[src/rtl/hdmi_line_fetcher.sv]
// Writes the 32-bit pixel-word stream into the HDMI output stage's ping-pong line RAM,
// paced by the resynchronised vertical-valid flag and current display line.
module hdmi_line_fetcher #(
  parameter int unsigned WORDS_PER_LINE = 960,
  parameter int unsigned LINES          = 1080,
  parameter int unsigned IDX_W          = 10
) (
  input  logic        clk_100,
  input  logic        reset,
  input  logic        v_valid_in,
  input  logic [11:0] locy_in,
  input  logic        s_valid,
  output logic        s_ready,
  input  logic [31:0] s_data,
  output logic        wea,
  output logic [31:0] addra,
  output logic [31:0] dina,
  output logic        frame_req,
  output logic        underrun
);

  typedef enum logic [1:0] {StIdle, StFill, StWaitLine, StDone} state_e;

  state_e state_q, state_d;

  logic             vv_meta_q, vv_s_q, vv_prev_q;
  logic [11:0]      ly_meta_q, ly_s_q, ly_prev_q, ly_stab_q;
  logic [10:0]      line_q, line_d;
  logic [IDX_W-1:0] idx_q, idx_d;
  logic             wea_q, wea_d;
  logic [31:0]      addra_q, addra_d;
  logic [31:0]      dina_q, dina_d;
  logic             frame_req_q, frame_req_d;
  logic             underrun_q, underrun_d;

  logic        vv_fall;
  logic [12:0] ly_ext, line_ext;
  logic        disp_at_line, disp_before_line, underrun_hit, last_word, last_line;

  // Synchronisers; ly_stab only follows ly_s once it has held for two samples so a
  // multi-bit transition caught mid-flight is never used.
  always_ff @(posedge clk_100) begin
    if (reset) begin
      vv_meta_q <= 1'b0;
      vv_s_q    <= 1'b0;
      vv_prev_q <= 1'b0;
      ly_meta_q <= '0;
      ly_s_q    <= '0;
      ly_prev_q <= '0;
      ly_stab_q <= '0;
    end else begin
      vv_meta_q <= v_valid_in;
      vv_s_q    <= vv_meta_q;
      vv_prev_q <= vv_s_q;
      ly_meta_q <= locy_in;
      ly_s_q    <= ly_meta_q;
      ly_prev_q <= ly_s_q;
      if (ly_s_q == ly_prev_q) ly_stab_q <= ly_s_q;
    end
  end

  assign vv_fall  = vv_prev_q & ~vv_s_q;
  assign ly_ext   = {1'b0, ly_stab_q};
  assign line_ext = {2'b00, line_q};

  // Display is on or past line L: bank L[0] is being scanned (underrun), or line L+1 may start.
  assign disp_at_line     = vv_s_q && (ly_ext >= line_ext);
  // Display is on or past line L-1: bank L[0] is free for line L.
  assign disp_before_line = vv_s_q && ((ly_ext + 13'd1) >= line_ext);
  assign underrun_hit     = ((state_q == StFill) || (state_q == StWaitLine)) &&
                            (line_q != '0) && disp_at_line;
  assign last_word        = (idx_q == IDX_W'(WORDS_PER_LINE - 1));
  assign last_line        = ((line_q + 11'd1) == 11'(LINES));

  always_comb begin
    state_d     = state_q;
    line_d      = line_q;
    idx_d       = idx_q;
    wea_d       = 1'b0;
    addra_d     = addra_q;
    dina_d      = dina_q;
    frame_req_d = 1'b0;
    underrun_d  = underrun_q;

    if (vv_fall) begin
      // New frame wins over everything, including a same-cycle transfer.
      frame_req_d = 1'b1;
      line_d      = '0;
      idx_d       = '0;
      state_d     = StFill;
      underrun_d  = (state_q == StFill) || (state_q == StWaitLine);
    end else begin
      if (underrun_hit) underrun_d = 1'b1;
      case (state_q)
        StFill: begin
          if (s_valid) begin
            wea_d   = 1'b1;
            addra_d = {{(32 - IDX_W - 1){1'b0}}, line_q[0], idx_q};
            dina_d  = s_data;
            if (last_word) begin
              idx_d  = '0;
              line_d = line_q + 11'd1;
              if (last_line)         state_d = StDone;
              else if (!disp_at_line) state_d = StWaitLine;
            end else begin
              idx_d = idx_q + 1'b1;
            end
          end
        end
        StWaitLine: begin
          if (disp_before_line) state_d = StFill;
        end
        default: ;
      endcase
    end
  end

  always_ff @(posedge clk_100) begin
    if (reset) begin
      state_q     <= StIdle;
      line_q      <= '0;
      idx_q       <= '0;
      wea_q       <= 1'b0;
      addra_q     <= '0;
      dina_q      <= '0;
      frame_req_q <= 1'b0;
      underrun_q  <= 1'b0;
    end else begin
      state_q     <= state_d;
      line_q      <= line_d;
      idx_q       <= idx_d;
      wea_q       <= wea_d;
      addra_q     <= addra_d;
      dina_q      <= dina_d;
      frame_req_q <= frame_req_d;
      underrun_q  <= underrun_d;
    end
  end

  assign s_ready   = (state_q == StFill);
  assign wea       = wea_q;
  assign addra     = addra_q;
  assign dina      = dina_q;
  assign frame_req = frame_req_q;
  assign underrun  = underrun_q;

endmodule

[config.mk]
export PLATFORM = sky130hd
export DESIGN_NAME = hdmi_line_fetcher
export DESIGN_NICKNAME = d
export VERILOG_FILES = /design/src/rtl/hdmi_line_fetcher.sv
export SDC_FILE = /design/constraint.sdc
export NUM_CORES = 1
export LEC_CHECK = 0
export ABC_AREA = 1
export CORE_UTILIZATION = 51
export CTS_CLUSTER_DIAMETER = 150
export DETAILED_ROUTE_END_ITERATION = 16
export GPL_TIMING_DRIVEN = 0
export PLACE_DENSITY_LB_ADDON = 0.05
export REMOVE_ABC_BUFFERS = 1
export SETUP_SLACK_MARGIN = 0.15
export SYNTH_ARGS = -nofsm -noshare
export SYNTH_HDL_FRONTEND = slang
export SYNTH_SLANG_ARGS = --single-unit
[constraint.sdc]
create_clock -name clk_100 -period 3.39 [get_ports clk_100]
set_clock_uncertainty 0.05 [all_clocks]
set_input_delay 0.678 -clock clk_100 [delete_from_list [all_inputs] [get_ports clk_100]]
set_output_delay 0.678 -clock clk_100 [all_outputs]
set_load 0.01 [all_outputs]
==> flow_summary.ini <==
[outcome]
outcome = completed

[place]
io_buffer_count = 94
dpl.hpwl_mm = 8.298
place_congestion = 0.8760
dp_slack_ps = -220.0
place_area_sq_mm = 0.006401

[clock_network]
clk_latency_ps = 520
postCtsHoldBufs = 0
clock-sinks = 120
cts_tree = yes
cts_setup_buffers = 0
cts_root_buf = clkbuf_8
h-tree-depth = 4
numCtsBuffers = 17
cts_resized = 0
path_clk_slew_ps = 60
max-clock-path-buffers = 2

[synthesis]
yosysWarningCount = 0
ys_seq_area_share_pct = 43.91
async_flop_share_pct = 0
netlist.area_leader.share_pct = 43.91
synth_edf_count = 0
synth_area_leaders = dfxtp_1 (44%), nor2_1 (9.9%), inv_1 (6.7%)
yosys.area.top_type = dfxtp_1
netlist_instances = 737
syn_area_per_cell_sq_um = 7.424
synth_most_common_cell = nor2_1
synth-main-ff-cell = dfxtp_1
synth_cell_types = 30
syn-cell-area_sq_mm = 0.005471
synth-seq-cells = 120
synth.top_cells.by_count = nor2_1 (145), dfxtp_1 (120), inv_1 (98), nand2_1 (88), o21ai_0 (56)

[timing]
worst_pin_slew_ps = 1152
finalHoldViolations = 0
maxSlewViolCount = 0
relSlewSlack_pct = 23.09
finalSetupTns_ps = 0
layout_setup_ws_ps = 497.9
rsz0062_at_grt = no
period_minus_slack_ps = 2892
hold_ws_ps = 351.0
setup_viol_count_final = 0
fmax_mhz = 345.8
period_share_pct = 85.31

[critical_path]
crit_required_ps = 3740
critical_path_class = register to register
cp_max_fo = 4
crit_path_end_kind = register
cp-start-kind = register
crit_arrival_ps = 3250

[floorplanning]
num_rows = 37
dieArea_sq_mm = 0.01115
core-area_sq_mm = 0.01037
die_y_um = 105.6
dieWidth_um = 105.6
pin_count = 116
start_util_pct = 52.76

[route]
drt-total-wl_mm = 12.33
dr.pass1.iters = 4
drtIter0Drc = 304
final_antenna_net_count = 0
viasPerCell = 4.874
vias = 4757
wl_per_cell_um = 12.64
drc = 0

[layout]
design_area_sq_mm = 0.007043
fin_util_pct = 67.92
syn_to_final_growth_pct = 28.72
layout-drive-gt1-share_pct = 7.143
nets = 903
antenna_cells = 0

[pwr]
p_leak_nw = 3.066
switching_share_pct = 28.45
seqPwrFrac_pct = 36.4
irDropWorstVdd_mv = 0.3716
combPwrFrac_pct = 21.0
p_sw_mw = 1.281
p_per_area_mw_per_mm2 = 639.1
p_clk_share_pct = 42.6
internal_power_mw = 3.221

[global_routing]
antenna_found_initial = 0
track_usage_pct = 22.62
grt_pass1_wl_mm = 20.07
grt_max_degree = 58
gr-total-overflow = 0
first_global_vias = 4468

[run]
drv_cap = 0

[min_path]
hold_path.class = register to register
==> state kept, by name (all words and copies together) (netlist names) <==
signal,cells
dina,32
ly_meta_q,12
ly_prev_q,12
ly_s_q,12
ly_stab_q,12
addra,11
line_q,11
idx_q,10
state_q,2
frame_req,1
underrun,1
vv_meta_q,1
vv_prev_q,1
vv_s_q,1
wea,1
==> cells by family (layout without fill, tap and decap cells) <==
kind of cell	Yosys count	in the layout	share of synthesized area, %
fa+ha+maj	28	28	6.403
compound gates	114	114	10.79
xor+xnor	21	21	3.361
buf+inv	151	233	11.94
other cells	1	21	0.06854
flops	120	120	43.91
simple gates	302	303	23.53
==> critical path: stages, from the launching register on <==
cell     delay [ps]
dfxtp_1         380
ha_1            210
nand2_1          80
nor3_1          250
nand2_1         140
nor2_1          190
nor2_1           90
ha_1            330
nand2_1          60
nor2_1           80
nand3_1          80
nand2_1          70
nor2_1           40
nand2_1          60
nand2_1          50
nand2_1          50
nand2_1          50
a21oi_1         270
nand3_1         120
nand2_1          80
nor2_1           50
==> metrics by stage <==
step | std cells | total power [mW]
global placement | 943 | 2.554
CTS | 975 | 4.504
global route | 976 | 4.714
finish | 976 | 4.502
floorplan | 713 | 2.194
detailed placement | 943 | 2.585
==> final timing paths <==
| kind | start | to | slack [ps] | depth (start not counted) |
|---|---|---|---|---|
| max | ly_stab_q[1] | state_q[0] | 500 | 20 |
| min | ly_meta_q[10] | ly_s_q[10] | 350 | 2 |
| max reg2reg | ly_stab_q[1] | state_q[0] | 500 | 20 |
| min reg2reg | ly_meta_q[10] | ly_s_q[10] | 350 | 2 |
==> area by class of cell <==
class | instances | area, sq um
fillers | 877 | 3327
inverters | 107 | 401.6
well taps | 136 | 170.2
clock buffers | 20 | 445.4
repair buffers | 94 | 935.9
clock inverters | 12 | 190.2
multi-input cells | 487 | 2497
flip-flops and latches | 120 | 2402
==> layout by cell type, fill, tap and decap left out, types with 2 or more instances in the layout <==
master           synthesis  layout
o22ai_1                  7       7
inv_2                    9      10
nand3_1                 23      23
clkbuf_16                0      16
inv_6                    0       2
clkinv_4                 0       3
o21ai_1                  6       6
a31oi_1                  2       2
dfxtp_1                120     120
clkdlybuf4s50_1          0      93
bufinv_16                0       4
xor2_1                  17      17
ha_1                    28      28
or2_0                    3       3
nor3_1                  15      15
nor2_1                 145     145
nand4_1                  8       8
inv_1                   98      97
clkbuf_8                 0       3
nand2_1                 88      88
nor2_4                   5       5
nand2_2                  2       2
conb_1                   1      21
nor4_1                   2       2
nor2_2                   9      10
o21ai_0                 56      56
clkinvlp_4               0       2
xnor2_1                  4       4
a21oi_1                 40      40
==> power by group through the flow <==
stage / sequential (mW) / combinational (mW) / clock (mW)
floorplan: 1.70 / 0.497 / 0
global placement: 1.66 / 0.896 / 0
detailed placement: 1.67 / 0.920 / 0
CTS: 1.64 / 0.931 / 1.93
global route: 1.66 / 1.05 / 2.00
finish: 1.64 / 0.943 / 1.92
==> routing by layer <==
metal	track usage (%)	wire, um
met5	0	0
met4	8.234	129
met3	5.257	454
met2	40.23	6147
met1	26.46	5603
Note: power is estimated with default switching activity, not from simulation.
==> variant 1: new RTL, config.mk and constraints unchanged <==
Re-encode `state_e` (4 states) as one-hot, 4 bits wide.
--- a/src/rtl/hdmi_line_fetcher.sv
+++ b/src/rtl/hdmi_line_fetcher.sv
@@ -20,5 +20,5 @@
 );
 
-  typedef enum logic [1:0] {StIdle, StFill, StWaitLine, StDone} state_e;
+  typedef enum logic [3:0] {StIdle = 4'b0001, StFill = 4'b0010, StWaitLine = 4'b0100, StDone = 4'b1000} state_e;
 
   state_e state_q, state_d;
Function: same outputs for any inputs over 10 cycles, from zero or initial values and one cycle with reset high; not proved beyond that.
==> variant 1 against the unedited design <==
  * Design area decreased by 0.75%
  * Sequential cell count grew 2
  * Highest routed layer unchanged
  * Area after synthesis shrank 0.11%
  * Fmax is 10% higher
  * Critical path type is now primary input to flop
  * Setup slack improved by 0.27 ns
  * Wire length down 1.9%
Power is not compared: it rests on default switching activity, and its combinational part moved more than twofold at a synthesized area within 25%.
==> variant 1: results <==
metrics = {
    "sta": {
        "worstMarginPinSlew_ns": 0.992,
    },
    "cells_and_area": {
        "clock_area_share_pct": 8.38,
        "inverters": 97,
        "fin_util_pct": 67.4,
        "nets": 892,
        "clkbuf_count": 24,
        "multi_input_cells": 486,
        "seq_cells": 122,
        "n_fill_cell": 901,
        "seq_share_pct": 34.9,
        "final_layout_size_suffix_gt1_share_pct": 6.75,
    },
    "setup_path": {
        "cp_slowest_cell": "clkdlybuf4s50_1",
        "crit_fanout": 39,
        "cp.arrival_ns": 3.01,
    },
    "grt": {
        "grt_usage_pct": 22.8,
    },
    "synthesis": {
        "synth_cell_types": 37,
        "synth-xor-area-share_pct": 3.98,
        "seq_area_frac_synth_pct": 44.7,
        "syn_inst": 728,
    },
    "outcome": {
        "status": "completed",
    },
    "route": {
        "routed_wl_um": 12100,
        "drtIter0Drc": 248,
        "drt-wirelength-per-cell_um": 12.5,
        "wl_met3_um": 524,
        "wl_met1_um": 5310,
        "via_per_inst": 4.90,
    },
    "place": {
        "placed_area_mm2": 0.00640,
        "dp_hpwl_um": 8370,
    },
}
-- variant 1: changes by cell type after synthesis, sizes merged, moves of 2 or more --
cell,change
xor2,+6
dfxtp,+2
ha,-2
buf,+8
inv,-11
o21ai,+6
or2,-3
a21oi,-6
nor3,-6
clkbuf,-8
xnor2,-3
nor4,+2
-- variant 1: power groups by stage --
stage / Combinational, uW / Clock (uW) / Sequential [uW]
global placement: 304 / 0 / 1530
global route: 361 / 1870 / 1510
floorplan: 196 / 0 / 1520
finish: 316 / 1770 / 1500
CTS: 316 / 1810 / 1500
detailed placement: 312 / 0 / 1530
-- variant 1: final timing paths --
check,startpoint,end,slack (ns),cells past startpoint
worst max-delay path,s_valid,line_q[3],0.77,9
worst min-delay path,ly_meta_q[4],ly_s_q[4],0.35,2
worst max register to register,ly_stab_q[2],state_q[1],0.82,18
worst min register to register,ly_meta_q[4],ly_s_q[4],0.35,2
==> variant 2: new RTL, same settings <==
Made on the original files. The parameter `IDX_W` goes from 10 to 9.
--- a/src/rtl/hdmi_line_fetcher.sv
+++ b/src/rtl/hdmi_line_fetcher.sv
@@ -4,5 +4,5 @@
   parameter int unsigned WORDS_PER_LINE = 960,
   parameter int unsigned LINES          = 1080,
-  parameter int unsigned IDX_W          = 10
+  parameter int unsigned IDX_W          = 9
 ) (
   input  logic        clk_100,
Check against the original RTL: same outputs for any inputs over 10 cycles, from zero or initial values and one cycle with reset high; that may be too few to reach the edited logic, so the function may still have changed.
==> variant 2 against the unedited design <==
  * Sequential cell count down 2
  * Design area down 1.9%
  * Total power down 2.9%
  * Die area down 1.7%
  * Area after synthesis down 1.8%
  * Setup slack worse by 0.087 ns
  * Combinational power up 0.4%
  * Fmax down 2.9%
  * Wire length down 1.9%
  * Critical path type unchanged
  * Largest power group unchanged
  * Non-clock buffer count down 1
==> variant 2: results <==
metrics = {
    "synthesis": {
        "synth_cell_types": 32,
        "ys_warn_count": 0,
        "synthTopCellsByArea": "dfxtp_1, nor2_1, inv_1",
        "async_flop_share_pct": 0,
        "synth_common_cells": "nor2_1, dfxtp_1, inv_1",
        "syn_inst": 725,
        "seq_area_frac_synth_pct": 43.9,
    },
    "route": {
        "routed_wl_um": 12100,
        "drt-wirelength-per-cell_um": 12.5,
        "dr.pass1.iters": 4,
        "drtIter0Drc": 303,
        "via_per_inst": 4.88,
    },
    "cells_and_area": {
        "final_layout_size_suffix_gt1_share_pct": 6.76,
        "num_antenna_cells": 0,
        "nets": 891,
        "n_fill_cell": 881,
        "largest_reg_flops": 32,
    },
    "grt": {
        "grt_pass1_vias": 4480,
        "grt_pass1_wl_um": 20400,
        "grt_max_degree": 57,
        "grt_usage_pct": 23.6,
        "antenna_found_initial": 0,
    },
    "place": {
        "port_buffers": 93,
        "place.gp.congestion": 0.855,
        "dp_hpwl_um": 8110,
        "placed_area_mm2": 0.00629,
        "place_inst": 930,
    },
    "power": {
        "irDropWorstVdd_v": 0.000383,
        "leakagePower_uw": 0.00309,
    },
    "clocking": {
        "post_cts_buffers": 0,
        "worstSkewPairLatency_ns": 0.52,
        "clkTransAtPathRegs_ns": 0.06,
        "h-tree-depth": 4,
        "cts-root-buf": "clkbuf_8",
        "clk_path_buf_depth": 2,
        "cts_made_buffers": 17,
    },
    "sta": {
        "relSlewSlack_pct": 39.0,
    },
    "setup_path": {
        "cp.arrival_ns": 3.36,
        "crit_fanout": 23,
    },
    "outcome": {
        "status": "completed",
    },
    "worst_hold_path": {
        "hp-class": "flop to flop",
    },
}
==> variant 2: changes by cell type in the layout (fill, tap and decap cells not counted), sizes merged, moves of 2 or more <==
cell / delta
clkinv: +3
inv: -12
a21oi: -7
nand3: +10
dfxtp: -2
a31oi: -2
nor3: -8
o22ai: -4
nor2: +10
==> variant 2: stage by stage <==
step / setup WS, ns / TNS [ns] / hold slack (ns) / power [uW]
2_1_floorplan: 0.922 / 0 / 0.338 / 2170
3_3_place_gp: -0.586 / -33.74 / 0.340 / 2530
3_5_place_dp: -0.554 / -6.06 / 0.342 / 2560
4_1_cts: 0.410 / 0 / 0.348 / 4390
5_1_grt: 0.163 / 0 / 0.355 / 4600
6_report: 0.411 / 0 / 0.347 / 4370
==> variant 2: cell type report <==
type                    count  area, um2  area share, %
repair inverters            1       5.00         0.0724
well taps                 136        170           2.46
repair buffers             93        926           13.4
flip-flops and latches    118       2360           34.2
clock inverters            11        148           2.14
inverters                  98        372           5.38
multi-input cells         486       2470           35.7
clock buffers              21        459           6.64
==> variant 2: cell families after synthesis <==
| family | count (synthesis) | share of synthesized area [%] |
|---|---|---|
| fa+ha+maj | 28 | 6.52 |
| other cells | 1 | 0.0698 |
| compound gates | 101 | 9.71 |
| xor+xnor | 22 | 3.58 |
| buf+inv | 143 | 11.7 |
| simple gates | 312 | 24.5 |
| flops | 118 | 43.9 |
==> variant 2: worst max-delay path, cell delays in order (launching register included) <==
cell and delay (ns):
dfxtp_1 0.33, inv_1 0.06, ha_1 0.26, nand2_1 0.26, nor2_4 0.55, clkinvlp_4 0.60
nor2_4 0.37, nand2_1 0.18, o22ai_1 0.22
==> variant 2: layer usage <==
metal / up-vias / global-route usage, % / part of all wire (%) / wire, um
met3: 23 / 5.49 / 4.7 / 570
met4: 0 / 11.1 / 2.0 / 240
met1: 2146 / 27.7 / 44 / 5280
met5: - / 0 / 0 / 0
li1: 2415 / - / - / -
met2: 125 / 40.5 / 50 / 6010
==> variant 2: repair_timing <==
item	CTS	global route
endpoints found under the setup margin	6	0
gates resized for setup	1	0
hold buffers	0	0
==> variant 2: final timing paths <==
kind / cells past startpoint / start / end / slack, ns
setup / recovery: 8 / state_q[1] / line_q[3] / 0.41
hold / removal: 2 / ly_meta_q[0] / ly_s_q[0] / 0.35
hold reg to reg: 2 / ly_meta_q[0] / ly_s_q[0] / 0.35
setup reg to reg: 8 / state_q[1] / line_q[3] / 0.41
==> variant 2: report_power, final <==
group	switching (uW)	internal, uW
Clock	634	1180
Sequential	82.8	1530
Combinational	531	416
